### src/rtl/parcel_pkg.sv
// Shared definitions for the parcel-locker front panel: key codes, keypad scanner
// FSM encoding, frame-classification types and the scan-code to key mapping.
package parcel_pkg;

  localparam logic [3:0] KEY_0    = 4'h0;
  localparam logic [3:0] KEY_1    = 4'h1;
  localparam logic [3:0] KEY_2    = 4'h2;
  localparam logic [3:0] KEY_3    = 4'h3;
  localparam logic [3:0] KEY_4    = 4'h4;
  localparam logic [3:0] KEY_5    = 4'h5;
  localparam logic [3:0] KEY_6    = 4'h6;
  localparam logic [3:0] KEY_7    = 4'h7;
  localparam logic [3:0] KEY_8    = 4'h8;
  localparam logic [3:0] KEY_9    = 4'h9;
  // KEY_NONE doubles as the 7-seg blank code so entry logic can pass it straight through
  localparam logic [3:0] KEY_NONE = 4'hA;
  localparam logic [3:0] KEY_CLR  = 4'hC;
  localparam logic [3:0] KEY_ENT  = 4'hE;

  localparam logic [1:0] ST_IDLE      = 2'd0;
  localparam logic [1:0] ST_PRESS_DEB = 2'd1;
  localparam logic [1:0] ST_HELD      = 2'd2;

  typedef enum logic [1:0] {
    FR_NONE   = 2'd0,
    FR_SINGLE = 2'd1,
    FR_MULTI  = 2'd2
  } frame_kind_t;

  typedef struct packed {
    frame_kind_t kind;
    logic [3:0]  code;
  } frame_res_t;

  // Panel layout: 1 2 3 - / 4 5 6 - / 7 8 9 - / * 0 # -  (right column unused)
  function automatic logic [3:0] scan_to_key(input logic [3:0] scan);
    logic [3:0] key;
    case (scan)
      4'd0:    key = KEY_1;
      4'd1:    key = KEY_2;
      4'd2:    key = KEY_3;
      4'd4:    key = KEY_4;
      4'd5:    key = KEY_5;
      4'd6:    key = KEY_6;
      4'd8:    key = KEY_7;
      4'd9:    key = KEY_8;
      4'd10:   key = KEY_9;
      4'd12:   key = KEY_CLR;
      4'd13:   key = KEY_0;
      4'd14:   key = KEY_ENT;
      default: key = KEY_NONE;
    endcase
    return key;
  endfunction

endpackage

### src/rtl/key_scan.sv
// 4x4 keypad scanner: active-low row drive, synchronised column sampling,
// whole-frame debounce and one key_valid pulse per debounced press.
module key_scan
  import parcel_pkg::*;
#(
  parameter int ROW_CYC    = 4,
  parameter int DEB_FRAMES = 2
) (
  input  logic       clk_1k,
  input  logic       rst,
  input  logic [3:0] col,
  output logic [3:0] row,
  output logic [3:0] key_code,
  output logic       key_valid,
  output logic       key_down
);

  localparam int CW = $clog2(ROW_CYC);
  localparam int DW = $clog2(DEB_FRAMES + 1);
  localparam logic [CW-1:0] CYC_LAST = CW'(ROW_CYC - 1);
  localparam logic [DW-1:0] DEB_MAX  = DW'(DEB_FRAMES);

  logic [3:0]    col_meta;
  logic [3:0]    col_s;
  logic [CW-1:0] cyc;
  logic [1:0]    row_idx;
  logic [1:0]    row_idx_next;
  logic [11:0]   acc;
  logic [1:0]    state, state_next;
  logic [3:0]    cand, cand_next;
  logic [DW-1:0] deb, deb_next, deb_inc;
  logic [DW-1:0] rel, rel_next, rel_inc;
  logic [3:0]    code_next;
  logic          valid_next;
  logic          down_next;
  logic          sample_now;
  logic          frame_end;
  frame_res_t    res;

  // Counts closed contacts in a frame; bit index is row*4+col, zero means closed.
  function automatic frame_res_t classify(input logic [15:0] s);
    frame_res_t  r;
    int unsigned zeros;
    r.kind = FR_NONE;
    r.code = '0;
    zeros  = 0;
    for (int i = 0; i < 16; i++) begin
      if (!s[i]) begin
        zeros++;
        r.code = 4'(i);
      end
    end
    if (zeros == 1)     r.kind = FR_SINGLE;
    else if (zeros > 1) r.kind = FR_MULTI;
    return r;
  endfunction

  assign sample_now   = (cyc == CYC_LAST);
  assign frame_end    = sample_now && (row_idx == 2'd3);
  assign row_idx_next = sample_now ? row_idx + 2'd1 : row_idx;
  // Row 3 is classified straight from col_s so the verdict lands on the last sample edge
  assign res          = classify({col_s, acc});
  assign deb_inc      = deb + DW'(1);
  assign rel_inc      = rel + DW'(1);

  always_comb begin
    state_next = state;
    cand_next  = cand;
    deb_next   = deb;
    rel_next   = rel;
    code_next  = key_code;
    valid_next = 1'b0;
    down_next  = key_down;
    if (frame_end) begin
      case (state)
        ST_IDLE: begin
          if (res.kind == FR_SINGLE) begin
            cand_next = res.code;
            deb_next  = DW'(1);
            if (DW'(1) == DEB_MAX) begin
              code_next  = res.code;
              valid_next = 1'b1;
              down_next  = 1'b1;
              rel_next   = '0;
              state_next = ST_HELD;
            end else begin
              state_next = ST_PRESS_DEB;
            end
          end
        end
        ST_PRESS_DEB: begin
          if (res.kind == FR_SINGLE && res.code == cand) begin
            deb_next = deb_inc;
            if (deb_inc == DEB_MAX) begin
              code_next  = cand;
              valid_next = 1'b1;
              down_next  = 1'b1;
              rel_next   = '0;
              state_next = ST_HELD;
            end
          end else begin
            deb_next   = '0;
            state_next = ST_IDLE;
          end
        end
        ST_HELD: begin
          // Anything but an empty frame, even another key, just restarts the release count
          if (res.kind == FR_NONE) begin
            if (rel_inc == DEB_MAX) begin
              rel_next   = '0;
              deb_next   = '0;
              down_next  = 1'b0;
              state_next = ST_IDLE;
            end else begin
              rel_next = rel_inc;
            end
          end else begin
            rel_next = '0;
          end
        end
        default: begin
          state_next = ST_IDLE;
          deb_next   = '0;
          rel_next   = '0;
          down_next  = 1'b0;
        end
      endcase
    end
  end

  always_ff @(posedge clk_1k) begin
    if (!rst) begin
      col_meta  <= 4'hF;
      col_s     <= 4'hF;
      cyc       <= '0;
      row_idx   <= '0;
      row       <= 4'hF;
      acc       <= '0;
      state     <= ST_IDLE;
      cand      <= '0;
      deb       <= '0;
      rel       <= '0;
      key_code  <= '0;
      key_valid <= 1'b0;
      key_down  <= 1'b0;
    end else begin
      col_meta <= col;
      col_s    <= col_meta;
      if (sample_now) begin
        cyc <= '0;
        case (row_idx)
          2'd0:    acc[3:0]  <= col_s;
          2'd1:    acc[7:4]  <= col_s;
          2'd2:    acc[11:8] <= col_s;
          default: ;
        endcase
      end else begin
        cyc <= cyc + CW'(1);
      end
      row_idx   <= row_idx_next;
      row       <= ~(4'b0001 << row_idx_next);
      state     <= state_next;
      cand      <= cand_next;
      deb       <= deb_next;
      rel       <= rel_next;
      key_code  <= code_next;
      key_valid <= valid_next;
      key_down  <= down_next;
    end
  end

endmodule

### config.mk
export PLATFORM = sky130hd
export DESIGN_NAME = key_scan
export DESIGN_NICKNAME = d
export VERILOG_FILES = /design/src/rtl/parcel_pkg.sv /design/src/rtl/key_scan.sv
export SDC_FILE = /design/constraint.sdc
export NUM_CORES = 1
export LEC_CHECK = 0
export CAP_MARGIN = 0
export CORE_MARGIN = 4
export CORE_UTILIZATION = 64
export CTS_CLUSTER_SIZE = 12
export DETAILED_ROUTE_END_ITERATION = 10
export PLACE_DENSITY_LB_ADDON = 0.25
export SYNTH_ARGS = -nofsm -noshare
export SYNTH_HDL_FRONTEND = slang
export SYNTH_SLANG_ARGS = --single-unit
### constraint.sdc
create_clock -name clk_1k -period 30.2 [get_ports clk_1k]
set_clock_uncertainty 0.2 [all_clocks]
set_input_delay 6.04 -clock clk_1k [delete_from_list [all_inputs] [get_ports clk_1k]]
set_output_delay 6.04 -clock clk_1k [all_outputs]
set_load 0.03 [all_outputs]
==> metrics.yaml <==
grt_usage_pct: 23.4
postCtsSetupBuffers: 0
ys_warn_count: 0
drc: 0
m1WireLength_mm: 3.93
io_buffers: 15
worst_pin_slew_ps: 810
synth_edf_count: 0
cap_viol_max_count: 0
fin_nets: 527
critical-path-top-delay-family: "adder cells"
drtAntennaViolNets: 0
fin_tns_setup_ps: 0
dr.max_layer_used: "met4"
dr.pass1.iters: 5
ctsHtreeMaxLevel: 2
syn2layout_area_growth_pct: 4.70
clock_sinks: 44
fp.dieH_um: 89.1
reg2regPathDepth: 52
grt_overflow: 0
grt_max_degree: 35
rr_startpoint: "acc[0]"
cp-start-kind: "register"
routed_via_density: 6.23
die_w_um: 89.1
vias: 3591
grt_pass1_wl_mm: 15.2
cts_tree: "built"
gp_congestion: 0.880
cp.buffers_inverters: 5
finalHoldViolations: 0
yosysSeqAreaShare_pct: 20.9
diodes: 0
met3_length_um: 256
antenna_found_initial: 0
status: "completed"
syn_nets: 533
dominantRegCellSynth: "dfxtp_1"
crit_required_ps: 30210
max_freq_mhz: 85.5
synth_area_leaders: "dfxtp_1, ha_1, nand2_1"
wl_mm: 8.63
clock_latency_ps: 290
dieArea_mm2: 0.00793
cpPeakStageDelay_ps: 710
pin_count: 16
finalCriticalPeriod_ps: 11690
core_region_area_mm2: 0.00635
std_cell_rows: 29
endpoint_kind: "register"
crit_cells: 52
final_layout_size_suffix_gt1_share_pct: 7.82
synth_cell_types: 89
yosys.area.top_type_share_pct: 20.9
period_share_pct: 38.7
cts_resized: 0
ff2ff_setup_slack_ps: 18510
critPathMaxFanout: 12
slew_viol_final: 0
synth.avg_cell_area_um2: 8.33
routedWlPerCell_um: 15.0
setup_viol: 0
slew_headroom_pct: 46.0
cpMostUsedCell: "ha_1"
drt-initial-drc-count: 169
synth_top_cell_by_area: "dfxtp_1"
async_flop_share_pct: 0
synth_area_mm2: 0.00421
syn_inst: 505
slowest_stage: "nor4_4"
crit_type: "reg2reg"
critPathCapture: "key_code[0]"
root_buffer: "clkbuf_8"
postCtsHoldBufs: 0
hold_class: "reg2reg"
clk_pin_slew_ps: 80
synth-seq-cells: 44
worstSetupStartpoint: "acc[0]"
dr_wl_met2_mm: 4.33
place_hpwl_mm: 6.81
cts_buffer_depth: 2
cp.arrival_ps: 11710
start_util_pct: 66.2
grt_pass1_vias: 3463
cts_buffers: 5
reg2reg_to: "key_code[0]"
rsz0062_at_grt: "no"
-- stage by stage --
stage	area (um2)	worst slack (ps)	utilization (%)	hold WS, ps	instances
2_1_floorplan	4210	20300	-	186	505
3_3_place_gp	4330	19150	68.1	190	569
3_5_place_dp	4330	18630	68.1	201	569
4_1_cts	4400	18580	69.3	212	576
5_1_grt	4400	17470	69.3	233	576
6_report	4400	18510	69.3	207	576
-- synthesized netlist by cell type (all sizes together) (12+ instances only) --
cell type,count
a21oi,20
nor2,28
nand2,60
ha,22
inv,21
clkbuf,21
dfxtp,44
nand2b,15
xnor2,22
and2,12
nor2b,14
a21boi,16
nor3,12
nand3,25
o21ai,17
mux2i,15
-- layout make-up --
class	instances	area (um2)
Timing Repair Buffer	16	158
Inverter	22	87.6
Clock buffer	6	72.6
Fill cell	534	1950
Clock inverter	1	5.00
Sequential cell	44	881
Multi-Input combinational cell	410	3100
Tap cell	77	96.3
-- worst reg2reg max path: cells and delay by family, from the launching register on --
| kind | cells | cell delay [ps] |
|---|---|---|
| flops | 1 | 380 |
| compound gates | 15 | 2360 |
| fa+ha+maj | 13 | 3880 |
| mux | 6 | 1670 |
| simple gates | 13 | 2660 |
| buf+inv | 5 | 440 |
-- layout by cell type (no fill, tap or decap), types with 5 or more instances in the layout --
| cell | Yosys | layout |
|---|---|---|
| nand2_1 | 60 | 60 |
| dfxtp_1 | 44 | 44 |
| nor2_1 | 27 | 27 |
| nand3_1 | 23 | 23 |
| ha_1 | 22 | 22 |
| inv_1 | 19 | 19 |
| a21oi_1 | 19 | 19 |
| xnor2_1 | 18 | 18 |
| o21ai_0 | 16 | 16 |
| mux2i_1 | 15 | 15 |
| nand2b_1 | 15 | 15 |
| clkdlybuf4s50_1 | 0 | 15 |
| nor2b_1 | 14 | 14 |
| a21boi_0 | 14 | 14 |
| nor3_1 | 12 | 12 |
| and2_1 | 11 | 11 |
| xnor3_1 | 8 | 8 |
| xor2_1 | 8 | 8 |
| nand4_1 | 8 | 8 |
| a21o_1 | 7 | 7 |
| a31oi_1 | 7 | 7 |
| o211ai_1 | 6 | 6 |
| clkbuf_8 | 0 | 5 |
-- metal layers --
layer | up-vias | GRT usage, %
met4 | 0 | 6.77
met2 | 80 | 41.8
met1 | 1694 | 29.2
met3 | 15 | 3.23
met5 | - | 0
li1 | 1802 | -
-- sequential cells by signal, summed over array words and instances, names as in the netlist --
name       flops
cand           4
key_valid      1
key_down       1
col_s          4
row            4
acc           12
key_code       4
col_meta       4
state          2
deb            2
row_idx        2
cyc            2
rel            2
-- how the worst min path moves through the flow --
stage                startpoint  endpoint  slack, ps  cells after the start
floorplan           col_meta[0]  col_s[0]        190                      1
global placement    col_meta[3]  col_s[3]        190                      1
detailed placement  col_meta[0]  col_s[0]        200                      1
CTS                 col_meta[0]  col_s[0]        210                      1
global route        col_meta[1]  col_s[1]        230                      1
finish              col_meta[1]  col_s[1]        210                      1
-- cells by family (layout without fill, tap and decap cells) --
kind of cell / count (synthesis) / count (layout) / synth area share (%)
buffers and inverters: 51 / 45 / 5.27
xor gates and xnor gates: 44 / 44 / 15.4
muxes: 17 / 17 / 4.11
AOI/OAI and AO/OA: 116 / 116 / 20.3
adders and majority gates: 23 / 23 / 6.78
and+or+nand+nor: 210 / 210 / 27.3
DFF: 44 / 44 / 20.9
Power is left out: the tool's default activity adds up to more than one toggle a clock period on the data nets, which glitch-free logic cannot reach.
